===== src/rtl/chameleon_pkg.sv =====
// Shared types and helpers for the classifier back-end (argmax) and PE array masking.
package chameleon_pkg;

    typedef enum logic [1:0] {
        IDLE,
        COLLECT,
        FLUSH,
        DONE
    } argmax_state_t;

    // Sign-extended most negative value of a signed field 'width' bits wide;
    // callers keep the low 'width' bits (1 followed by zeros).
    function automatic logic [63:0] most_negative(input int width);
        return ~((64'd1 << (width - 1)) - 64'd1);
    endfunction

endpackage


===== src/rtl/argmax_tree.sv =====
// Combinational COLS-way signed maximum; the lowest column wins on ties.
module argmax_tree
    import chameleon_pkg::*;
#(
    parameter  int COLS = 16,
    parameter  int W    = 24,
    localparam int IW   = $clog2(COLS)
) (
    input  logic signed [W-1:0]  values [COLS],
    output logic signed [W-1:0]  max_value,
    output logic        [IW-1:0] max_index
);

    localparam int              LEAVES = 1 << IW;
    localparam logic [63:0]     S64    = most_negative(W);
    localparam logic signed [W-1:0] SENT = S64[W-1:0];

    // Heap-ordered balanced tree: node n has children 2n (lower columns) and 2n+1.
    // Padding leaves sit to the right, so they can never beat a real column on a tie.
    always_comb begin : tree
        logic signed [W-1:0]  node_v [2*LEAVES];
        logic        [IW-1:0] node_i [2*LEAVES];
        for (int n = 0; n < 2*LEAVES; n++) begin
            node_v[n] = SENT;
            node_i[n] = '0;
        end
        for (int c = 0; c < COLS; c++) begin
            node_v[LEAVES+c] = values[c];
            node_i[LEAVES+c] = IW'(c);
        end
        for (int n = LEAVES - 1; n >= 1; n--) begin
            if (node_v[2*n+1] > node_v[2*n]) begin
                node_v[n] = node_v[2*n+1];
                node_i[n] = node_i[2*n+1];
            end else begin
                node_v[n] = node_v[2*n];
                node_i[n] = node_i[2*n];
            end
        end
        max_value = node_v[1];
        max_index = node_i[1];
    end

endmodule


===== src/rtl/argmax_unit.sv =====
// Streams tiles of column accumulators and reports the global argmax class and its value.
module argmax_unit
    import chameleon_pkg::*;
#(
    parameter  int COLS                   = 16,
    parameter  int ACCUMULATION_BIT_WIDTH = 24,
    parameter  int MAX_TILES              = 16,
    localparam int ClassIndexBitWidth     = $clog2(COLS*MAX_TILES)
) (
    input  logic                                     clk,
    input  logic                                     rst_n,
    input  logic                                     start,
    input  logic        [$clog2(MAX_TILES)-1:0]      num_tiles_minus_one,
    input  logic                                     tile_valid,
    output logic                                     tile_ready,
    input  logic signed [ACCUMULATION_BIT_WIDTH-1:0] col_accumulator [COLS],
    output logic                                     busy,
    output logic                                     done,
    output logic        [ClassIndexBitWidth-1:0]     class_index,
    output logic signed [ACCUMULATION_BIT_WIDTH-1:0] max_value
);

    localparam int TW   = $clog2(MAX_TILES);
    localparam int CW   = $clog2(COLS);
    localparam int AW   = ACCUMULATION_BIT_WIDTH;
    localparam int CIW  = ClassIndexBitWidth;
    localparam logic [63:0]          S64  = most_negative(AW);
    localparam logic signed [AW-1:0] SENT = S64[AW-1:0];

    argmax_state_t          state_q, state_d;
    logic [TW-1:0]          ntiles_q, ntiles_d;
    logic [TW-1:0]          tile_cnt_q, tile_cnt_d;
    logic                   s1_valid_q, s1_valid_d;
    logic signed [AW-1:0]   s1_data_q [COLS];
    logic signed [AW-1:0]   s1_data_d [COLS];
    logic [TW-1:0]          s1_tile_q, s1_tile_d;
    logic signed [AW-1:0]   best_value_q, best_value_d;
    logic [CIW-1:0]         best_index_q, best_index_d;
    logic [CIW-1:0]         class_index_q, class_index_d;
    logic signed [AW-1:0]   max_value_q, max_value_d;
    logic                   busy_q, busy_d;
    logic                   tile_ready_q, tile_ready_d;
    logic                   done_q, done_d;

    logic signed [AW-1:0]   tree_value;
    logic [CW-1:0]          tree_col;
    logic [CIW-1:0]         tree_global;
    logic signed [AW-1:0]   merge_value;
    logic [CIW-1:0]         merge_index;
    logic                   accept;

    argmax_tree #(
        .COLS (COLS),
        .W    (AW)
    ) u_tree (
        .values    (s1_data_q),
        .max_value (tree_value),
        .max_index (tree_col)
    );

    assign accept      = tile_ready_q & tile_valid;
    assign tree_global = CIW'(s1_tile_q) * CIW'(COLS) + CIW'(tree_col);

    // Strictly greater: an equal value from a later tile keeps the earlier, lower index.
    always_comb begin
        merge_value = best_value_q;
        merge_index = best_index_q;
        if (s1_valid_q && (tree_value > best_value_q)) begin
            merge_value = tree_value;
            merge_index = tree_global;
        end
    end

    always_comb begin
        state_d       = state_q;
        ntiles_d      = ntiles_q;
        tile_cnt_d    = tile_cnt_q;
        s1_valid_d    = accept;
        s1_data_d     = s1_data_q;
        s1_tile_d     = s1_tile_q;
        best_value_d  = merge_value;
        best_index_d  = merge_index;
        class_index_d = class_index_q;
        max_value_d   = max_value_q;

        if (accept) begin
            s1_data_d = col_accumulator;
            s1_tile_d = tile_cnt_q;
        end

        case (state_q)
            IDLE: begin
                if (start) begin
                    state_d      = COLLECT;
                    ntiles_d     = num_tiles_minus_one;
                    tile_cnt_d   = '0;
                    best_value_d = SENT;
                    best_index_d = '0;
                end
            end
            COLLECT: begin
                if (accept) begin
                    tile_cnt_d = tile_cnt_q + TW'(1);
                    if (tile_cnt_q == ntiles_q) begin
                        state_d = FLUSH;
                    end
                end
            end
            FLUSH: begin
                state_d       = DONE;
                class_index_d = merge_index;
                max_value_d   = merge_value;
            end
            DONE: begin
                state_d = IDLE;
            end
            default: state_d = IDLE;
        endcase

        tile_ready_d = (state_d == COLLECT);
        busy_d       = (state_d != IDLE);
        done_d       = (state_d == DONE);
    end

    always_ff @(posedge clk) begin
        if (!rst_n) begin
            state_q       <= IDLE;
            ntiles_q      <= '0;
            tile_cnt_q    <= '0;
            s1_valid_q    <= 1'b0;
            s1_data_q     <= '{default: '0};
            s1_tile_q     <= '0;
            best_value_q  <= SENT;
            best_index_q  <= '0;
            class_index_q <= '0;
            max_value_q   <= '0;
            busy_q        <= 1'b0;
            tile_ready_q  <= 1'b0;
            done_q        <= 1'b0;
        end else begin
            state_q       <= state_d;
            ntiles_q      <= ntiles_d;
            tile_cnt_q    <= tile_cnt_d;
            s1_valid_q    <= s1_valid_d;
            s1_data_q     <= s1_data_d;
            s1_tile_q     <= s1_tile_d;
            best_value_q  <= best_value_d;
            best_index_q  <= best_index_d;
            class_index_q <= class_index_d;
            max_value_q   <= max_value_d;
            busy_q        <= busy_d;
            tile_ready_q  <= tile_ready_d;
            done_q        <= done_d;
        end
    end

    assign tile_ready  = tile_ready_q;
    assign busy        = busy_q;
    assign done        = done_q;
    assign class_index = class_index_q;
    assign max_value   = max_value_q;

endmodule

===== config.mk =====
export PLATFORM = sky130hd
export DESIGN_NAME = argmax_unit
export DESIGN_NICKNAME = d
export VERILOG_FILES = /design/src/rtl/chameleon_pkg.sv /design/src/rtl/argmax_tree.sv /design/src/rtl/argmax_unit.sv
export SDC_FILE = /design/constraint.sdc
export NUM_CORES = 2
export LEC_CHECK = 0
export ABC_AREA = 1
export CAP_MARGIN = 30
export CORE_ASPECT_RATIO = 0.8
export CORE_MARGIN = 2
export CORE_UTILIZATION = 60
export CTS_CLUSTER_SIZE = 20
export DETAILED_ROUTE_END_ITERATION = 10
export PLACE_DENSITY = 0.89
export SYNTH_ARGS = -nofsm -noshare
export SYNTH_HDL_FRONTEND = slang
export SYNTH_SLANG_ARGS = --single-unit

===== constraint.sdc =====
create_clock -name clk -period 22.3 [get_ports clk]
set_input_delay 6.69 -clock clk [delete_from_list [all_inputs] [get_ports clk]]
set_output_delay 6.69 -clock clk [all_outputs]
set_load 0.01 [all_outputs]

After elaboration in Yosys (flattened, before gate mapping)
Index checks and enable logic that the tools add are counted.
{"block": "totals", "reg_bits": 466, "wordCells": 104}
{"block": "op_classes", "addsub": 2, "order_cmp": 16, "n_eq_ne": 8, "muxes": 43, "bitwise": 1, "reduce_logical": 6}
{"operator": "2-to-1 mux 24 bit", "n": 18}
{"operator": "> comparator 24 bit", "n": 16}
{"operator": "2-to-1 mux 8 bit", "n": 3}
{"operator": "2-to-1 mux 2 bit", "n": 7}
{"operator": "2-to-1 mux 4 bit", "n": 3}
{"operator": "adder 8 x 4 -> 8 bit", "n": 1}
{"operator": "2-to-1 mux 1 bit", "n": 8}
{"operator": "case mux 2 bit (4 select lines)", "n": 1}
{"operator": "case mux 4 bit (2 select lines)", "n": 1}
{"operator": "== test 2 bit (second input constant)", "n": 3}
{"operator": "2-to-1 mux 3 bit", "n": 2}
{"operator": "adder 4 x 1 -> 4 bit (second input constant)", "n": 1}
{"operator": "== test 2 x 1 -> 1 bit (second input constant)", "n": 2}
{"operator": "== test 4 bit", "n": 1}
{"operator": "inequality test 2 bit (second input constant)", "n": 2}
{"operator": "nonzero test 2 bit", "n": 2}
{"operator": "AND reduction 3 bit", "n": 1}
{"operator": "zero test 2 bit", "n": 1}
{"operator": "AND reduction 2 bit", "n": 1}
{"operator": "bitwise AND 1 bit", "n": 1}
{"operator": "logical AND 1 bit", "n": 1}

Logic depth before layout (Yosys ltp)
{"block": "depth", "depth_word": 13, "ltp_mapped": 82, "depth_no_buf": 76}

Modules after synthesis
From an unflattened synthesis, not the netlist that was laid out.
{"block": "unflattened", "hier_cells": 4662, "hier_area_um2": 31069.8}
{"module": "argmax_unit", "instances": 1, "cells_each": 2215, "area_per_inst_um2": 17254.0}
{"module": "argmax_tree", "instances": 1, "cells_each": 2447, "area_per_inst_um2": 13815.8}

Worst setup path before layout
Ideal clock, no wire load.
{"block": "synth_path", "path_type": "reg-to-reg", "start": "register s1_data_q[143] (netlist bit)", "end": "register max_value_q[10], in the netlist max_value[10]", "setup_ps": 109, "arrival_time_ps": 10128, "t_required_ps": 22191, "slack_ps": 12063, "stages_incl_launch_ff": 69, "n_path_buf": 8, "cell_sequence": "dfxtp_1 inv_1 ha_1 nand2_1 nor2_1 nand2_1 nor2_2 nand2_1 nand3_1 nand2_2 nand3_2 buf_6 clkbuf_1 a21oi_1 ha_1 nand2_1 or4_1 nor3_1 [... 33 more ...] buf_2 nand4_1 and2_1 ha_1 nand2_1 nor2_1 nand4_1 nor4_1 nand2_1 nand3_1 o21ai_0 nand2_1 clkinv_1 buf_2 nand3_2 nand3_1 nand2_1 inv_1"}
{"block": "synth_between", "elab_chain_cells": 11}
{"element": "start, declared", "line": "argmax_unit.sv:34", "source": "logic signed [AW-1:0] s1_data_q [COLS];"}
{"element": "start signal, assigned", "line": "argmax_unit.sv:145", "source": "s1_data_q <= s1_data_d;"}
{"element": "> comparator 24 bit", "line": "argmax_tree.sv:32", "source": "if (node_v[2*n+1] > node_v[2*n]) begin"}
{"element": "2-to-1 mux 24 bit (*)", "line": "argmax_tree.sv:32"}
{"element": "> comparator 24 bit", "line": "argmax_tree.sv:32"}
{"element": "2-to-1 mux 24 bit (*)", "line": "argmax_tree.sv:32"}
{"element": "> comparator 24 bit", "line": "argmax_tree.sv:32"}
{"element": "2-to-1 mux 24 bit (*)", "line": "argmax_tree.sv:32"}
{"element": "> comparator 24 bit", "line": "argmax_tree.sv:32"}
{"element": "2-to-1 mux 24 bit (*)", "line": "argmax_tree.sv:32"}
{"element": "> comparator 24 bit", "line": "argmax_unit.sv:68", "source": "if (s1_valid_q && (tree_value > best_value_q)) begin"}
{"element": "logical AND 1 bit", "line": "argmax_unit.sv:68"}
{"element": "2-to-1 mux 24 bit (*)", "line": "argmax_unit.sv:68"}
{"element": "end signal, assigned", "line": "argmax_unit.sv:150", "source": "max_value_q <= max_value_d;"}
{"element": "end, declared", "line": "argmax_unit.sv:40", "source": "logic signed [AW-1:0] max_value_q, max_value_d;"}
Mark *: on every way between the ends. The rest lies on a longest branch, timed or not.
A chain may end at the register's enable or synchronous reset.

Worst setup path after layout
{"block": "layout_path", "start": "register s1_data_q[143] (netlist bit)", "end": "register max_value_q[18], in the netlist max_value[18]"}
The elaborated chain is that of the path after synthesis.

==> results.sh <==
export IMPL_synth_area_mm2=0.0301
export IMPL_nFillCells=3982
export IMPL_route_detailed_drc=0
export IMPL_cts_buffer_depth=3
export IMPL_die_w_um=254
export IMPL_cts_made_buffers=48
export IMPL_grt_pass1_vias=27900
export IMPL_die_area_mm2=0.0520
export IMPL_worstPathRequired_ns=22.82
export IMPL_synth_seq_area_share=0.310
export IMPL_vias=30900
export IMPL_cts_sinks=466
export IMPL_worst_slew_pin_slew_ns=1.01
export IMPL_yosysMostFrequentCell="nand2_1"
export IMPL_skew_ns=0.0217
export IMPL_antenna_found_initial=0
export IMPL_postCtsResizedCells=0
export IMPL_dr_pass1_iters=6
export IMPL_crit_fanout=51
export IMPL_fin_nets=5475
export IMPL_placementRows=73
export IMPL_cp_data_arrival_time_ns=14.57
export IMPL_fin_tns_setup_ns=0
export IMPL_post_drt_wl_per_cell_um=17.2
export IMPL_hpwl_um=71000
export IMPL_critical_path_top_delay_family="simple AND/OR/NAND/NOR gates"
export IMPL_place_congestion=0.979
export IMPL_cpMaxStageDelayCell="nand3_2"
export IMPL_totalWireLength_um=93500
export IMPL_ant_nets=0
export IMPL_drive_gt1_frac=0.0370
export IMPL_setup_viol=0
export IMPL_drtIter0Drc=3408
export IMPL_cts_tree="done"
export IMPL_synth_edf_count=0
export IMPL_synth_common_cells="843 x nand2_1, 718 x o21ai_0, 567 x nor2_1"
export IMPL_grt_usage=0.352
export IMPL_clk_pin_slew_ns=0.07
export IMPL_hold_viol_final=0
export IMPL_post_cts_buffers=0
export IMPL_syn_to_final_growth_pct=20.5
export IMPL_path_class="reg2reg"
export IMPL_cts_root_buffer="clkbuf_16"
export IMPL_yosys_area_top_type="dfxtp_1"
export IMPL_start_kind="register"
export IMPL_port_buffer_count=426
export IMPL_final_period_utilization=0.630
export IMPL_cp_slowest_stage_delay_ns=0.77
export IMPL_overflow=0
export IMPL_antennaDiodeCount=0
export IMPL_rsz0062_at_grt="false"
export IMPL_synth_area_top_cells="dfxtp_1 31%, ha_1 15%, o21ai_0 12%"
export IMPL_hold_buffers=0
export IMPL_ys_flop_type="dfxtp_1"
export IMPL_max_freq_mhz=71.2
export IMPL_ys_types=51
export IMPL_synth_seq_cells=466
export IMPL_slew_headroom=0.322
export IMPL_syn_area_per_cell_um2=6.78
export IMPL_end_kind="register"
export IMPL_yosys_warnings=0
export IMPL_grt_max_degree=118
export IMPL_hold_path_class="reg2reg"
export IMPL_core_mm2=0.0496
export IMPL_crit_path_frequent_cell="nand2_1"
export IMPL_synthArstFlopShare=0
export IMPL_synth_nets=5200
export IMPL_start_util=0.607
export IMPL_insertion_delay_ns=0.62
export IMPL_htreeDepth=2
export IMPL_fin_crit_ns=14.05
export IMPL_io_pins=427
export IMPL_syn_inst=4437
export IMPL_cap_violations=0
export IMPL_slew_viol_final=0
export IMPL_synth_top_area_frac=0.310
export IMPL_chipHeight_um=204
export IMPL_grt_pass1_wl_um=146000
export IMPL_viasPerCell=5.69
export IMPL_status="finished clean"
export IMPL_path_buf_inv=6
==> routing by layer <==
metal | GRT usage | vias up | wire length, um
met1 | 0.511 | 14000 | 42100
met4 | 0.0914 | 0 | 2210
met3 | 0.0672 | 157 | 9960
li1 | - | 15400 | -
met5 | 0 | - | 0
met2 | 0.533 | 1352 | 39300
==> stage by stage <==
stage,hold WS (ns),cell area [um^2],util,setup WS (ns),instances
detailed placement,0.467,34500,0.696,8.37,5335
CTS,0.477,36200,0.730,8.30,5425
global placement,0.464,34400,0.694,8.08,5331
finish,0.480,36300,0.731,8.25,5427
floorplan,0.448,30100,-,12.06,4437
global route,0.500,36300,0.731,6.98,5427
==> cell usage in the layout (no fill, tap or decap), types with 10 or more instances in the layout <==
cell type        count
nand2_1            842
o21ai_0            718
nor2_1             567
dfxtp_1            466
inv_1              430
clkdlybuf4s50_1    425
a21oi_1            402
ha_1               371
nand3_1            109
nand4_1             95
clkbuf_16           48
and2_1              24
nand2_2             23
nand3_2             23
buf_4               16
o21a_1              14
a211oi_1            13
nor3_1              11
a21o_1              10
==> registers in the layout (all words and copies together) (netlist names) <==
register,cells
s1_data_q,384
best_value_q,24
max_value,24
best_index_q,8
class_index,8
ntiles_q,4
s1_tile_q,4
tile_cnt_q,4
state_q,2
busy,1
done,1
s1_valid_q,1
tile_ready,1
==> logic make-up after synthesis <==
group                    Yosys count  synth area share
AO/OA/AOI/OAI                   1200             0.206
XOR/XNOR                           2          0.000582
adder cells (fa/ha/maj)          371             0.154
buffers and inverters            663            0.0848
flip-flops                       466             0.310
multiplexers                       4           0.00133
AND/OR/NAND/NOR                 1731             0.243
==> cell type report <==
type | instances | area [um^2] | area share
Clock buffer | 56 | 1250 | 0.0345
Timing Repair Buffer | 448 | 4510 | 0.124
Tap cell | 675 | 845 | 0.0233
Inverter | 440 | 1660 | 0.0457
Multi-Input combinational cell | 3308 | 18200 | 0.503
Sequential cell | 466 | 9330 | 0.257
Clock inverter | 34 | 437 | 0.0120
==> final timing paths <==
path	start	to	slack, ns	depth (start not counted)
max	s1_data_q[143]	max_value[18]	8.25	59
min	best_index_q[2]	best_index_q[2]	0.48	2
max reg2reg	s1_data_q[143]	max_value[18]	8.25	59
min reg2reg	best_index_q[2]	best_index_q[2]	0.48	2
==> worst min-delay path: stages, from the launching register on <==
cell and delay, ns:
dfxtp_1 0.30, nand2_1 0.07, a21oi_1 0.06
Power is left out: the tool's default activity adds up to more than one toggle a clock period on the data nets, which glitch-free logic cannot reach.
